File: config.mk
export PLATFORM = sky130hd
export DESIGN_NAME = cache_fill_fsm_flat
export DESIGN_NICKNAME = d
export VERILOG_FILES = /design/src/rtl/cache_fill_fsm_pkg.sv /design/src/rtl/cache_fill_fsm_if.sv /design/src/rtl/cache_fill_fsm_word_counter.sv /design/src/rtl/cache_fill_fsm.sv /design/src/flat_wrapper.sv
export SDC_FILE = /design/constraint.sdc
export NUM_CORES = 1
export LEC_CHECK = 0
export ABC_CLOCK_PERIOD_IN_PS = 1600
export BUFFER_PORTS_ARGS = -buffer_cell sky130_fd_sc_hd__buf_2
export CAP_MARGIN = 5
export CORE_AREA = 2 2 72 54
export CTS_CLUSTER_SIZE = 14
export DETAILED_ROUTE_END_ITERATION = 16
export DIE_AREA = 0 0 74 56
export HOLD_SLACK_MARGIN = 0.03
export PLACE_DENSITY = 0.69
export SLEW_MARGIN = 20
export SYNTH_ARGS = -nofsm -noshare
export SYNTH_HDL_FRONTEND = slang
export SYNTH_SLANG_ARGS = --single-unit
File: constraint.sdc
create_clock -name clk -period 1.6 [get_ports clk]
set_input_delay 0.24 -clock clk [delete_from_list [all_inputs] [get_ports clk]]
set_output_delay 0.24 -clock clk [all_outputs]
set_load 0.02 [all_outputs]
File: src/rtl/cache_fill_fsm_pkg.sv
// Shared cache definitions: fill FSM state encoding and block geometry.
package cache_fill_fsm_pkg;

    // Fill controller state encoding, shared with the cache controller.
    typedef enum logic {
        IDLE = 1'b0,
        FILL = 1'b1
    } fill_state_e;

    // 16-bit words fetched per cache block.
    localparam int unsigned CACHE_WORDS_PER_BLOCK = 8;

    // Width of the word offset within a block.
    localparam int unsigned CACHE_WORD_OFF_W = $clog2(CACHE_WORDS_PER_BLOCK);

    // Width of the byte offset within a block (16-byte blocks).
    localparam int unsigned CACHE_BYTE_OFF_W = 4;

endpackage

File: src/rtl/cache_fill_fsm_if.sv
// Miss/fill handshake bundle between the cache, main memory and the fill FSM.
interface cache_fill_fsm_if
    import cache_fill_fsm_pkg::*;
#(
    parameter int WORDS_PER_BLOCK = CACHE_WORDS_PER_BLOCK,
    parameter int ADDR_W          = 16
);
    localparam int OFF_W = $clog2(WORDS_PER_BLOCK);

    logic              miss_detected;
    logic [ADDR_W-1:0] miss_address;
    logic              memory_data_valid;
    logic [15:0]       memory_data;
    logic              fsm_busy;
    logic              memory_req;
    logic [ADDR_W-1:0] memory_address;
    logic              write_data_array;
    logic [15:0]       fill_data;
    logic [OFF_W-1:0]  fill_word;
    logic              write_tag_array;

    // Cache/memory side: reports misses, returns data, consumes fill commands.
    modport master (
        output miss_detected, miss_address, memory_data_valid, memory_data,
        input  fsm_busy, memory_req, memory_address, write_data_array,
               fill_data, fill_word, write_tag_array
    );

    // Fill FSM side.
    modport slave (
        input  miss_detected, miss_address, memory_data_valid, memory_data,
        output fsm_busy, memory_req, memory_address, write_data_array,
               fill_data, fill_word, write_tag_array
    );

endinterface

File: src/rtl/cache_fill_fsm_word_counter.sv
// Resettable up-counter with synchronous clear (priority) and enable.
module word_counter
    import cache_fill_fsm_pkg::*;
#(
    parameter int W = CACHE_WORD_OFF_W
) (
    input  logic         clk,
    input  logic         rst,
    input  logic         en,
    input  logic         clr,
    output logic [W-1:0] count
);

    // Count enabled cycles; clear wins over enable.
    always_ff @(posedge clk or posedge rst) begin
        if (rst) begin
            count <= '0;
        end else if (clr) begin
            count <= '0;
        end else if (en) begin
            count <= count + W'(1);
        end
    end

endmodule

File: src/rtl/cache_fill_fsm.sv
// Cache block fill controller: issues one word read per cycle for the missing
// block and writes returned words into the data array, tagging on the last.
module cache_fill_fsm
    import cache_fill_fsm_pkg::*;
#(
    parameter int WORDS_PER_BLOCK = CACHE_WORDS_PER_BLOCK,
    parameter int ADDR_W          = 16
) (
    input  logic             clk,
    input  logic             rst,
    cache_fill_fsm_if.slave  bus
);

    localparam int OFF_W      = $clog2(WORDS_PER_BLOCK);
    localparam int BYTE_OFF_W = CACHE_BYTE_OFF_W;
    localparam logic [OFF_W-1:0] LAST_WORD = OFF_W'(WORDS_PER_BLOCK - 1);

    fill_state_e       state;
    logic [ADDR_W-1:0] base;
    logic              issue_done;
    logic [OFF_W-1:0]  issue_cnt;
    logic [OFF_W-1:0]  recv_cnt;

    logic              in_fill;
    logic              issue_fire;
    logic              recv_fire;
    logic              last_recv;
    logic [ADDR_W-1:0] aligned_miss;

    // The counter cannot represent WORDS_PER_BLOCK itself, so issue_done marks
    // that all requests went out while issue_cnt wraps back to zero.
    assign in_fill      = (state == FILL);
    assign issue_fire   = in_fill && !issue_done;
    assign recv_fire    = in_fill && bus.memory_data_valid;
    assign last_recv    = recv_fire && (recv_cnt == LAST_WORD);
    assign aligned_miss = {bus.miss_address[ADDR_W-1:BYTE_OFF_W], {BYTE_OFF_W{1'b0}}};

    word_counter #(.W(OFF_W)) u_issue_cnt (
        .clk   (clk),
        .rst   (rst),
        .en    (issue_fire),
        .clr   (last_recv),
        .count (issue_cnt)
    );

    word_counter #(.W(OFF_W)) u_recv_cnt (
        .clk   (clk),
        .rst   (rst),
        .en    (recv_fire),
        .clr   (last_recv),
        .count (recv_cnt)
    );

    // State, block base and issue-complete flag; a miss seen on the final
    // receive restarts the fill at once with no idle cycle.
    always_ff @(posedge clk or posedge rst) begin
        if (rst) begin
            state      <= IDLE;
            base       <= '0;
            issue_done <= 1'b0;
        end else begin
            case (state)
                IDLE: begin
                    if (bus.miss_detected) begin
                        state      <= FILL;
                        base       <= aligned_miss;
                        issue_done <= 1'b0;
                    end
                end
                FILL: begin
                    if (last_recv) begin
                        issue_done <= 1'b0;
                        if (bus.miss_detected) begin
                            base <= aligned_miss;
                        end else begin
                            state <= IDLE;
                        end
                    end else if (issue_fire && (issue_cnt == LAST_WORD)) begin
                        issue_done <= 1'b1;
                    end
                end
                default: state <= IDLE;
            endcase
        end
    end

    // Outputs are decoded straight from registered state and memory inputs.
    always_comb begin
        bus.fsm_busy         = in_fill;
        bus.memory_req       = issue_fire;
        bus.memory_address   = '0;
        bus.write_data_array = recv_fire;
        bus.fill_data        = '0;
        bus.fill_word        = '0;
        bus.write_tag_array  = last_recv;
        if (issue_fire) begin
            bus.memory_address = base + ADDR_W'({issue_cnt, 1'b0});
        end
        if (recv_fire) begin
            bus.fill_data = bus.memory_data;
            bus.fill_word = recv_cnt;
        end
    end

endmodule

File: src/flat_wrapper.sv
// flat-port wrapper written by rule: the top's interface ports become plain ports
module cache_fill_fsm_flat import cache_fill_fsm_pkg::*;
#(
    parameter int WORDS_PER_BLOCK = CACHE_WORDS_PER_BLOCK,
    parameter int ADDR_W          = 16
)
  (clk, rst, bus_miss_detected, bus_miss_address, bus_memory_data_valid, bus_memory_data, bus_fsm_busy, bus_memory_req, bus_memory_address, bus_write_data_array, bus_fill_data, bus_fill_word, bus_write_tag_array);
  cache_fill_fsm_if #(.WORDS_PER_BLOCK(WORDS_PER_BLOCK), .ADDR_W(ADDR_W)) bus_i ();
  input  logic clk;
  input  logic rst;
  input wire logic [$bits(bus_i.miss_detected)-1:0] bus_miss_detected;
  input wire logic [$bits(bus_i.miss_address)-1:0] bus_miss_address;
  input wire logic [$bits(bus_i.memory_data_valid)-1:0] bus_memory_data_valid;
  input wire logic [$bits(bus_i.memory_data)-1:0] bus_memory_data;
  output wire logic [$bits(bus_i.fsm_busy)-1:0] bus_fsm_busy;
  output wire logic [$bits(bus_i.memory_req)-1:0] bus_memory_req;
  output wire logic [$bits(bus_i.memory_address)-1:0] bus_memory_address;
  output wire logic [$bits(bus_i.write_data_array)-1:0] bus_write_data_array;
  output wire logic [$bits(bus_i.fill_data)-1:0] bus_fill_data;
  output wire logic [$bits(bus_i.fill_word)-1:0] bus_fill_word;
  output wire logic [$bits(bus_i.write_tag_array)-1:0] bus_write_tag_array;
  assign bus_i.miss_detected = bus_miss_detected;
  assign bus_i.miss_address = bus_miss_address;
  assign bus_i.memory_data_valid = bus_memory_data_valid;
  assign bus_i.memory_data = bus_memory_data;
  assign bus_fsm_busy = bus_i.fsm_busy;
  assign bus_memory_req = bus_i.memory_req;
  assign bus_memory_address = bus_i.memory_address;
  assign bus_write_data_array = bus_i.write_data_array;
  assign bus_fill_data = bus_i.fill_data;
  assign bus_fill_word = bus_i.fill_word;
  assign bus_write_tag_array = bus_i.write_tag_array;
  cache_fill_fsm #(.WORDS_PER_BLOCK(WORDS_PER_BLOCK), .ADDR_W(ADDR_W)) u_core (.clk(clk), .rst(rst), .bus(bus_i));
endmodule
# Word-level counts from Yosys, hierarchy flattened
# Index checks and enable logic that the tools add are counted.
# W data, S select, Z words.
[classes]
n_bitwise = 1
n_lt_le_gt_ge = 0
reduce_logical = 8
shifts = 0
n_eq_ne = 5
add_sub_neg = 3
multipliers = 0
n_div = 0
n_mux = 17
[ops]
columns = ["op", "count"]
rows = [
  ["$mux W16", 4],
  ["$pmux W16 S2", 1],
  ["$add A16 B4 Y16", 1],
  ["$mux W3", 5],
  ["$add A3 B1 Y3 const B", 2],
  ["$eq A3 B3 Y1 const B", 2],
  ["$mux W1", 5],
  ["$logic_and A1 B1 Y1", 4],
  ["$ne A2 B2 Y1 const B", 2],
  ["$pmux W1 S2", 2],
  ["$reduce_bool A2 Y1", 2],
  ["$ne A3 B3 Y1 const B", 1],
  ["$reduce_and A2 Y1", 1],
  ["$logic_not A1 Y1", 1],
  ["$not A1 Y1", 1],
]
[totals]
romBits = 0
latch_bits = 0
n_memories = 0
register_bits = 24
in_bits = 36
mem_bits_rw = 0

# Depth between registers and ports, before layout
[depth]
depth_word = 6
mapped_depth = 6
ltp_nobuf = 5

# Modules after synthesis
# Synthesis repeated with hierarchy kept, for this count alone.
[unflattened]
cells_unflattened = 102
area_unflattened_um2 = 1093.5
[modules_own_cells]
columns = ["module", "seq_area_each_um2", "cells_each", "area_each_um2", "n_inst"]
rows = [
  ["cache_fill_fsm", 350.3, 78, 813.3, 1],
  ["word_counter", 75.1, 12, 140.1, 2],
]

# Worst setup path before layout
# Ideal clock, no wire load.
[synth_timing]
kind = "reg-to-reg"
from = "register u_core.u_recv_cnt.count[0]"
to = "register u_core.base[10]"
path_buffers = 1
stages_incl_launch_ff = 7
arrival_ps = 1530
setup_time_ps = 125
period_less_slack_ps = 1655
slack_ps = -55
path_cell_list = "dfrtp_1 > ha_1 > ha_1 > a21bo_4 > nand2_4 > buf_12 > mux2_4"
[synth_between]
elab_chain_cells = 3
[synth_lines]
columns = ["item", "line", "rtl"]
rows = [
  ["from (decl)", "cache_fill_fsm_word_counter.sv:11", "output logic [W-1:0] count"],
  ["from (signal assigned)", "cache_fill_fsm_word_counter.sv:21", "count <= count + W'(1);"],
  ["$eq A3 B3 Y1", "cache_fill_fsm.sv:35", "assign last_recv = recv_fire && (recv_cnt == LAST_WORD);"],
  ["$logic_and A1 B1 Y1", "cache_fill_fsm.sv:35", ""],
  ["$ne A2 B2 Y1 (no line)", "-", ""],
  ["to (signal assigned)", "cache_fill_fsm.sv:66", "base <= aligned_miss;"],
  ["to (signal assigned)", "cache_fill_fsm.sv:74", "base <= aligned_miss;"],
  ["to (decl)", "cache_fill_fsm.sv:19", "logic [ADDR_W-1:0] base;"],
]
# No other way between the ends.
# A chain may end at the register's enable or synchronous reset.

# Final worst setup path
[layout_timing]
from = "register u_core.u_recv_cnt.count[1]"
to = "output port bus_write_tag_array"
[layout_between]
elab_chain_cells = 2
[layout_lines]
columns = ["item", "line", "rtl"]
rows = [
  ["$eq A3 B3 Y1", "cache_fill_fsm.sv:35", ""],
  ["$logic_and A1 B1 Y1", "cache_fill_fsm.sv:35", ""],
  ["to (decl)", "flat_wrapper.sv:21", "output wire logic [$bits(bus_i.write_tag_array)-1:0] bus_write_tag_array;"],
]
# No other way between the ends.

==> qor.yml <==
layout:
  fin_nets: 223
  diodes: 0
  syn_to_final_growth_pct: 49.1
  finish.utilization_pct: 50.8
  drive_gt1_share_pct: 57.1
  fillers: 321
sta:
  skew_ns: 0.00659
  setup_viol: 1
  finalCritPeriodShare_pct: 103
  rsz0062_at_grt: "yes"
  fin_ws_ns: -0.0428
  hold_viol_final: 0
  period_needed_ns: 1.64
  max_freq_ghz: 0.609
  relSlewSlack_pct: 48.8
  tightest_slew_ns: 0.767
  slew_violations: 0
synth:
  syn_inst: 105
  synth-seq-cells: 20
  yosys_warnings: 0
  yosysSeqAreaShare_pct: 43.1
  syn-num-nets: 145
  yosysUniqueCellTypes: 25
  syn_avg_cell_area_sq_um: 11.0
  syn_area_sq_mm: 0.00116
pwr:
  p_switching_w: 0.00101
  clkPwrFrac_pct: 17.5
  power_w: 0.00283
  p_seq_share_pct: 31.4
  ir_worst_vdd_v: 0.000754
  p_comb_share_pct: 51.1
  p_sw_share_pct: 35.7
  p_per_area_mw_per_mm2: 1640
  p_int_w: 0.00182
  total_leakage_power_nw: 1.01
floorplanning:
  die_w_microns: 74
  core_area_sq_mm: 0.00340
  start_util_pct: 34.1
  num_io_pins: 75
  rows: 18
  die_h_microns: 56
  dieArea_sq_mm: 0.00414
grt:
  grt_max_degree: 24
  grt_pass1_vias: 1019
  track_usage_pct: 13.9
  antenna_found_initial: 0
  overflow: 0
  grt_pass1_wl_mm: 4.64
clock_tree:
  clk_path_buf_depth: 2
  insertion_delay_ns: 0.25
  clk_pin_slew_ns: 0.08
  numCtsBuffers: 3
  tritoncts: "built"
  clockRootBuffer: "clkbuf_8"
  cts_htree_levels: 1
  clkSinkCount: 20
setup_path:
  rr_worst_depth: 5
  worstPathArrival_ns: 1.40
  cp.required_ns: 1.36
  crit_type: "flip-flop to primary output"
  critPathLaunch: "u_core.u_recv_cnt.count[1]"
  rr_startpoint: "u_core.u_recv_cnt.count[1]"
  end_kind: "primary output"
  critPathMaxFanout: 2
  start_kind: "flip-flop"
routing:
  drtPass1Iterations: 4
  drc: 0
  ant_nets: 0
  drt-wirelength-per-cell_microns: 12.1
  vias_per_cell: 4.41
  vias: 1024
  wirelength_mm: 2.80
  drtIter0Drc: 68
job:
  cap_violations: 0
outcome:
  outcome: "complete, but fails checks"
  failed_checks: "negative setup slack"
placed_design:
  dpl.hpwl_mm: 2.12
  port_buffers: 69
  gp_congestion: 0.687
min_path:
  worstHoldPathType: "input port to asynchronous set/reset pin"
[state kept, by name (all words and copies together) (netlist names)]
register	flops
u_core.issue_done	1
u_core.u_recv_cnt.count	3
u_core.bus.fsm_busy	1
u_core.base	12
u_core.u_issue_cnt.count	3
[power groups by stage]
| stage | registers (W) | clock network [W] | logic, W |
|---|---|---|---|
| after floorplan | 0.000858 | 0 | 0.000971 |
| after global placement | 0.000876 | 0 | 0.00134 |
| after detailed placement | 0.000896 | 0 | 0.00137 |
| after CTS | 0.000891 | 0.000507 | 0.00141 |
| after global routing | 0.000929 | 0.000531 | 0.00159 |
| final | 0.000888 | 0.000495 | 0.00144 |
[repair_timing]
action,CTS,global route
setup buffers,1,2
cloned,0,1
hold buffers,0,0
endpoints found under the setup margin,11,19
gates resized for setup,6,3
pin swaps,1,1
endpoints found under the hold margin,0,0
[cells in the mapped netlist]
cell,count,area share (%)
and3_1,20,11
dfrtp_1,20,43
and2_1,15,8.1
mux2_4,10,13
nand2_1,5,1.6
clkbuf_1,4,1.3
ha_1,4,4.3
nand2b_1,4,2.2
o21ai_0,3,1.3
a32o_1,2,1.7
buf_2,2,0.86
inv_1,2,0.65
mux2_2,2,1.9
a21bo_2,1,0.86
a21bo_4,1,1.4
a21o_1,1,0.65
a21oi_1,1,0.43
a31oi_1,1,0.54
buf_12,1,1.7
buf_4,1,0.65
conb_1,1,0.32
nand2_4,1,0.97
nor2b_1,1,0.54
nor3_1,1,0.43
o211ai_1,1,0.65
[layout make-up]
cell class	instances	area, sq um	area share (%)
clock buffers	3	41.3	2.39
clock inverters	1	30.0	1.74
multi-input cells	76	646	37.3
repair buffers	80	442	25.5
inverters	2	7.51	0.434
flip-flops and latches	20	500	28.9
well taps	50	62.6	3.62
[worst max-delay path: stages, from the launching register on]
cell	delay, ns
dfrtp_1	0.39
ha_2	0.21
ha_4	0.16
buf_6	0.11
and3_4	0.15
buf_6	0.12
[worst paths after layout]
kind                                               to  slack [ns]
max reg2reg                            u_core.base[5]        0.04
max                               bus_write_tag_array       -0.04
max in group asynchronous  u_core.u_recv_cnt.count[2]        1.00
min reg2reg                           u_core.base[13]        0.50
min in group clk                       u_core.base[8]        0.21
min                                    u_core.base[4]        0.11
[cells by family (layout without fill, tap and decap cells)]
kind of cell / count (synthesis) / after routing / share of synthesized area [%]
simple gates: 47 / 48 / 24.6
flops: 20 / 20 / 43.1
mux: 12 / 12 / 14.9
compound gates: 11 / 11 / 7.55
buf+inv: 10 / 86 / 5.18
fa+ha+maj: 4 / 4 / 4.32
other cells: 1 / 1 / 0.323
[per-stage QoR]
step	instances	hold WS [ns]	worst slack (ns)	instance area (sq um)	setup TNS, ns
final	232	0.113	-0.0428	1730	-0.0428
after detailed placement	224	0.417	-0.0380	1580	-0.0895
after global routing	232	0.185	-0.0825	1730	-0.195
after global placement	224	0.396	-0.00950	1580	-0.0189
after floorplan	105	0.204	0.00302	1160	0
after CTS	229	0.142	-0.0295	1690	-0.0295
[layer usage]
metal | vias to the layer above | global-route usage [%] | share of wire, %
met5 | - | 0 | 0
met4 | 0 | 3.12 | 0.96
met3 | 2 | 3.44 | 4.6
met2 | 25 | 24.0 | 50
met1 | 482 | 17.4 | 45
li1 | 515 | - | -
[placed cells by master, fill, tap and decap left out, types with 3 or more instances in the layout]
| cell | netlist | final |
|---|---|---|
| nand2_1 | 5 | 5 |
| nand2b_1 | 4 | 4 |
| buf_6 | 0 | 3 |
| dfrtp_1 | 20 | 20 |
| mux2_4 | 10 | 11 |
| and2_1 | 15 | 15 |
| buf_4 | 1 | 9 |
| clkbuf_8 | 0 | 3 |
| and3_1 | 20 | 19 |
| buf_2 | 2 | 68 |
| o21ai_0 | 3 | 3 |
Note: power is estimated with default switching activity, not from simulation.
